File: src/rtl/bullet_fire_scheduler.sv
// Shot scheduler for the bullet slot pool: synchronises the shoot button, grants free slots
// round-robin as one-cycle fire pulses, and runs the cooldown, magazine and reload timers.
module bullet_fire_scheduler #(
    parameter int N_SLOTS      = 5,
    parameter int MAG_SIZE     = 5,
    parameter int MAG_W        = 5,
    parameter int COOLDOWN_CYC = 200000,
    parameter int RELOAD_CYC   = 2000000
) (
    input  logic               clk,
    input  logic               reset,
    input  logic               shoot,
    input  logic               reload_req,
    input  logic [N_SLOTS-1:0] slot_busy,
    output logic [N_SLOTS-1:0] fire,
    output logic [MAG_W-1:0]   ammo,
    output logic               reloading,
    output logic               dry_fire
);

    localparam int MAX_CYC = (COOLDOWN_CYC > RELOAD_CYC) ? COOLDOWN_CYC : RELOAD_CYC;
    localparam int TW      = $clog2(MAX_CYC + 1);
    localparam int PW      = (N_SLOTS > 1) ? $clog2(N_SLOTS) : 1;

    localparam logic [TW-1:0]    COOL_LOAD   = TW'(COOLDOWN_CYC - 1);
    localparam logic [TW-1:0]    RELOAD_LOAD = TW'(RELOAD_CYC - 1);
    localparam logic [MAG_W-1:0] MAG_FULL    = MAG_W'(MAG_SIZE);

    typedef enum logic [1:0] {
        READY,
        COOLDOWN,
        RELOAD
    } state_t;

    state_t             state_q;
    logic               s1_q, s2_q, s3_q;
    logic [TW-1:0]      timer_q;
    logic [PW-1:0]      ptr_q;
    logic [MAG_W-1:0]   ammo_q;
    logic [N_SLOTS-1:0] fire_q;
    logic               dry_q;
    logic               reloading_q;

    logic               shotEdge;
    logic               grantValid_d;
    logic [PW-1:0]      grantIdx_d;
    logic [PW-1:0]      cand_d;
    logic [PW-1:0]      nextPtr_d;
    logic [N_SLOTS-1:0] grantOneHot_d;

    function automatic logic [PW-1:0] wrapAdd(input logic [PW-1:0] base, input int offs);
        int sum;
        sum = int'(base) + offs;
        if (sum >= N_SLOTS) sum = sum - N_SLOTS;
        return PW'(sum);
    endfunction

    assign shotEdge = s2_q & ~s3_q;

    // First non-busy slot at or after the round-robin pointer, wrapping modulo N_SLOTS.
    always_comb begin
        grantValid_d = 1'b0;
        grantIdx_d   = '0;
        cand_d       = '0;
        for (int k = 0; k < N_SLOTS; k++) begin
            cand_d = wrapAdd(ptr_q, k);
            if (!grantValid_d && !slot_busy[cand_d]) begin
                grantValid_d = 1'b1;
                grantIdx_d   = cand_d;
            end
        end
        nextPtr_d     = wrapAdd(grantIdx_d, 1);
        grantOneHot_d = N_SLOTS'(1) << grantIdx_d;
    end

    always_ff @(posedge clk or posedge reset) begin
        if (reset) begin
            state_q     <= READY;
            s1_q        <= 1'b0;
            s2_q        <= 1'b0;
            s3_q        <= 1'b0;
            timer_q     <= '0;
            ptr_q       <= '0;
            ammo_q      <= MAG_FULL;
            fire_q      <= '0;
            dry_q       <= 1'b0;
            reloading_q <= 1'b0;
        end else begin
            s1_q   <= shoot;
            s2_q   <= s1_q;
            s3_q   <= s2_q;
            fire_q <= '0;
            dry_q  <= 1'b0;
            case (state_q)
                READY: begin
                    if (shotEdge) begin
                        if (ammo_q == '0) begin
                            dry_q       <= 1'b1;
                            state_q     <= RELOAD;
                            timer_q     <= RELOAD_LOAD;
                            reloading_q <= 1'b1;
                        end else if (grantValid_d) begin
                            fire_q  <= grantOneHot_d;
                            ammo_q  <= ammo_q - MAG_W'(1);
                            ptr_q   <= nextPtr_d;
                            timer_q <= COOL_LOAD;
                            state_q <= COOLDOWN;
                        end else begin
                            dry_q <= 1'b1;
                        end
                    end else if (reload_req && (ammo_q < MAG_FULL)) begin
                        state_q     <= RELOAD;
                        timer_q     <= RELOAD_LOAD;
                        reloading_q <= 1'b1;
                    end
                end
                // An empty magazine at cooldown expiry rolls straight into a reload.
                COOLDOWN: begin
                    if (timer_q == '0) begin
                        if (ammo_q == '0) begin
                            state_q     <= RELOAD;
                            timer_q     <= RELOAD_LOAD;
                            reloading_q <= 1'b1;
                        end else begin
                            state_q <= READY;
                        end
                    end else begin
                        timer_q <= timer_q - TW'(1);
                    end
                end
                RELOAD: begin
                    if (timer_q == '0) begin
                        ammo_q      <= MAG_FULL;
                        state_q     <= READY;
                        reloading_q <= 1'b0;
                    end else begin
                        timer_q <= timer_q - TW'(1);
                    end
                end
                default: state_q <= READY;
            endcase
        end
    end

    assign fire      = fire_q;
    assign dry_fire  = dry_q;
    assign ammo      = ammo_q;
    assign reloading = reloading_q;

endmodule
File: config.mk
export PLATFORM = sky130hd
export DESIGN_NAME = bullet_fire_scheduler
export DESIGN_NICKNAME = d
export VERILOG_FILES = /design/src/rtl/bullet_fire_scheduler.sv
export SDC_FILE = /design/constraint.sdc
export NUM_CORES = 1
export LEC_CHECK = 0
export CORE_MARGIN = 2
export CORE_UTILIZATION = 50
export CTS_BUF_LIST = sky130_fd_sc_hd__clkbuf_4
export DETAILED_ROUTE_END_ITERATION = 12
export HOLD_SLACK_MARGIN = 0.12
export PLACE_DENSITY = 0.8
export SYNTH_ARGS = -nofsm -noshare
export SYNTH_HDL_FRONTEND = slang
export SYNTH_SLANG_ARGS = --single-unit
export TNS_END_PERCENT = 30
File: constraint.sdc
create_clock -name clk -period 11.3 [get_ports clk]
set_clock_uncertainty 0.2 [all_clocks]
set_input_delay 1.13 -clock clk [delete_from_list [all_inputs] [get_ports clk]]
set_output_delay 1.13 -clock clk [all_outputs]
set_load 0.005 [all_outputs]
# Word-level counts from Yosys, hierarchy flattened
# Index checks and enable logic that the tools add are counted.
# word_totals
regBits	41
input_bits	9
out_inout_bits	12
elab_cells	133
# op_classes
addsub	13
n_lt_le_gt_ge	12
n_eq_ne	11
shift	1
n_mux	61
bitwise	3
n_reduce_logical	22
# op_table
operator	count
$mux W21	7
$pmux W21 S3	1
$mux W5	8
$mux W3	11
$logic_not A21 Y1	1
$sub A21 B1 Y21 const B	1
$ge A4 B3 Y1 const B	5
$lt A3 B4 Y1 const B	5
$mux W1	19
$sub A3 B3 Y3 const B	6
$bmux W1 S3	5
$mux W2	7
$ne A2 B2 Y1 const B	6
$reduce_and A4 Y1	3
$pmux W5 S2	1
$reduce_and A5 Y1	2
$add A3 B1 Y4 const B	2
$add A3 B2 Y4 const B	2
$logic_not A1 Y1	7
$ne A3 B3 Y1 const B	2
$pmux W2 S3	1
$logic_and A1 B1 Y1	5
$logic_not A5 Y1	1
$lt A5 B3 Y1 const B	1
13 further kinds	14

# Depth between registers and ports, before layout
# depth
depth_word	22
mapped_depth	19
ltp_nobuf	18

# Worst setup path before layout
# OpenSTA, ideal clock, no wires.
# synth_timing
kind	register -> register
from	register ptr_q[0]
to	register ptr_q[1]
setup_ns	0.129
t_arrival_ns	3.959
t_required_ns	10.971
slack_ns	7.012
stages_incl_launch_ff	19
n_path_buf	2
period_less_slack_ns	4.288
path_cell_list	dfrtp_1 buf_4 inv_2 ha_1 ha_1 buf_2 inv_1 o31ai_1 xnor2_1 mux2i_1 a31oi_1 mux2_2 a32oi_2 ha_1 ha_1 a21oi_1 o21ai_0 o22ai_1 a31oi_1
# synth_between
elab_chain_len	20
elab_cells_between_ends	55
cone_classes	add/sub: 11; order compare: 6; mux: 26; reduce/logical: 12
# synth_lines
item	line_no	rtl
from (decl)	38	logic [PW-1:0] ptr_q;
from (signal assigned)	105	ptr_q <= nextPtr_d;
$add A3 B1 Y4	53	sum = int'(base) + offs;
$ge A4 B3 Y1 or $sub A3 B3 Y3 (tied branches)	54	if (sum >= N_SLOTS) sum = sum - N_SLOTS;
$mux W3	54	
$bmux W1 S3	67	if (!grantValid_d && !slot_busy[cand_d]) begin
$mux W1 (implied by the code)	67	
$logic_not A1 Y1	67	
$logic_and A1 B1 Y1	67	
$mux W1	67	
(+4 left out)	--	
$logic_and A1 B1 Y1	67	
$mux W1	67	
$logic_not A1 Y1	67	
$logic_and A1 B1 Y1	67	
$mux W3	67	
$add A3 B1 Y4	53	
$ge A4 B3 Y1 or $sub A3 B3 Y3 (tied branches)	54	
$mux W3	54	
# Parallel ways exist; a longest one is shown, timed or not. The select of a mux whose other input is x is not followed.
# A chain may end at the register's enable or synchronous reset.

# Worst setup path after layout
# Same ends and word-level chain as after synthesis.

==> key figures <==
Timing
  – Final TNS setup: 0 ps
  – Worst slew margin: 31.46%
  – Period minus WS final: 5305 ps
  – RSZ-0062 raised after global routing: no
  – Crit share post-route: 46.95%
  – Max Freq: 188.5 MHz
  – Final Slew Violations: 0
  – Worst hold slack: between 150 and 200 ps
  – Fin. Hold Viols: 0
  – # setup viols final: 0
  – Tightest Pin Transition: roughly 1000 ps

Clock network
  – TritonCTS clock tree: yes
  – Clk buf depth: 2
  – TritonCTS Sinks: 41
  – Setup Buffers After CTS: 0
  – CTS Root Cell: clkbuf_4
  – CTS resizes: 0
  – Clock latency on the worst-skew pair: 350 ps
  – Hold-fix buffers, CTS: 0
  – Htree depth: 2
  – TritonCTS buffer count: 5
  – Clock-pin slew on the worst setup and hold paths: around 120 ps

Worst setup path
  – Cells along the critical path: inv_2, ha_1, ha_1, inv_1, o31ai_1, xnor2_1, mux2i_1, a31oi_1, mux2_2, a32oi_2, ha_1, ha_1, a21oi_1, o21ai_0, o22ai_1, a31oi_1
  – Critical-path maximum fanout: 19
  – Crit path arrival time: 5350 ps
  – WS Path Type: reg -> reg
  – Critical Path Most Common Cell: ha_1
  – Slowest Stage Delay on Critical Path: 840 ps
  – R2r setup slk: roughly 6000 ps
  – CP Launch Type: flop
  – Bufs and invs on worst path: 2
  – CP endpoint kind: flop
  – Crit-path leading delay family: compound AO/OA/AOI/OAI gates
  – Worst path required time: 11,340 ps
  – Slowest cell on the critical path: dfrtp_1

Logic synthesis
  – Yosys top cell by area: dfrtp_1
  – Post-synth EDFFs: 0
  – Synthesized flop and latch total: 41
  – Share of the synthesized area in the top cell type: between 20% and 30%
  – Synth Cell Area: 3523 µm²
  – Sequential share of the synthesized area: 29.19%
  – Synth cell types: 80
  – Largest cells by area after synthesis: dfrtp_1 (28%), ha_1 (7.1%), o21ai_0 (7.0%), nor2_1 (5.6%), a21oi_1 (5.5%)
  – YS warnings: 0
  – Syn Nets: 455
  – Prevailing post-synth register cell: dfrtp_1
  – Async SR Flop Fraction: between 90% and 100%
  – Syn avg cell area: 8.290 µm²
  – Post-Syn Instances: between 400 and 500

Route
  – Iter 0 DRT Violations: 246
  – 1st-pass router iterations: 6
  – Vias per cell: ~6.0
  – Detailed Route WL: 8.200 mm
  – Top Layer Used: met4
  – Met3 routed WL: 403 µm
  – DR WL met2: 3.909 mm
  – Metal-1 WL: 3.696 mm
  – Via count: 3,231
  – ANT nets after route: 0
  – DR WL/cell: 15.30 µm
  – # DRC: 0

Global route
  – Largest net degree at the start of global routing: 42
  – Number of global-route vias before repair: 3,059
  – GRT Residual Overflow: 0
  – GRT Total Usage: a little under a quarter
  – Initial antenna violation count: 0
  – First-pass GRT wire length: 14.16 mm

Layout
  – Fin util: a little under three fifths
  – Nets@finish: between 400 and 500
  – Commonest cells after routing, fill and taps aside: nor2_1 (53), o21ai_0 (49), a21oi_1 (39), dfrtp_1 (39), nand2_1 (33)
  – Ant diodes: 0
  – Share of cells above drive strength 1: between 10% and 20%
  – Design area: 3826 µm²
  – Syn-to-layout area delta: 8.594%
  – Commonest non-fill, non-tap cell in the layout: nor2_1

Die
  – Die width: roughly 88 µm
  – DIE AREA: 7734 µm²
  – Die H: 87.95 µm
  – Core Area: 6794 µm²
  – Initial Util: 51.86%
  – FP Rows: 30
  – I/O pin count: 21

Placement
  – Placed Area: 3770 µm²
  – Gp weighted congestion: 0.9527
  – I/O Buffers: 20
  – Hpwl dp: 6.037 mm

Run
  – Max_cap viols: 0

Status
  – Outcome: completed

Worst hold path
  – Hold Path Class: reg -> reg
[layer usage]
metal  up-vias  global-route usage (%)
li1       1575                       -
met1      1534                   30.47
met5         -                       0
met3        16                   3.770
met2       106                   36.43
met4         0                   8.811
[logic make-up after synthesis]
logic type,synth area share [%]
AOI/OAI and AO/OA,29.41
and+or+nand+nor,22.62
DFF,29.19
buffers and inverters,5.184
adders and majority gates,7.670
muxes,4.936
xor gates and xnor gates,0.9942
[Yosys cell counts, types with 2 or more instances]
library cell,count
a211oi_1,5
a21oi_1,39
a2bb2oi_1,2
a311o_1,2
a31oi_1,12
and2_1,5
and3_1,5
and4_1,2
buf_2,7
buf_4,3
buf_6,2
clkbuf_1,3
dfrtp_1,39
dfstp_2,2
ha_1,20
inv_1,22
mux2_1,2
mux2_2,5
mux2i_1,5
mux4_2,2
nand2_1,33
nand2b_1,10
nand3_1,5
nand3b_1,2
nor2_1,53
nor2b_1,7
nor3_1,5
nor3_2,2
nor4_1,3
o21a_1,5
o21ai_0,49
o21ai_1,3
o22ai_1,4
o2bb2ai_1,2
o31a_1,2
o32a_1,2
or2_2,4
or3_1,5
xnor2_1,4
[cell type report]
type / count / area, µm²
clock buffer: 7 / 52.55
clock inverter: 1 / 3.754
fill: 612 / 2968
inverter: 23 / 86.33
multi-input combinational: 345 / 2312
sequential: 41 / 1028
tap: 96 / 120.1
timing repair buffer: 23 / 222.7
[metrics by stage]
stage / cells / setup slack (ps)
detailed placement: 528 / 6154
floorplan: 425 / 7012
finish: 536 / 5995
global placement: 528 / 6256
global route: 536 / 5629
CTS: 536 / 6102
[path summary, 6_finish.rpt]
path / from / depth (start not counted) / to
worst max-delay path: ptr_q[0]$_DFFE_PP0P_ / 16 / ptr_q[1]$_DFFE_PP0P_
worst min-delay path: s1_q$_DFF_PP0_ / 0 / s2_q$_DFF_PP0_
worst max register to register: ptr_q[0]$_DFFE_PP0P_ / 16 / ptr_q[1]$_DFFE_PP0P_
worst min register to register: s1_q$_DFF_PP0_ / 0 / s2_q$_DFF_PP0_
max in group asynchronous: reset / 3 / ammo[0]$_DFFE_PP1P_
min in group asynchronous: reset / 3 / timer_q[15]$_DFFE_PP0P_
[state kept, by name (all words and copies together) (netlist names), 2 cells and up]
signal and count:
ptr_q 3, state_q 2, timer_q 21, fire 5, ammo 5
Power is not shown: default switching activity piles up to over one toggle a cycle in this logic, so the estimate is an artifact.
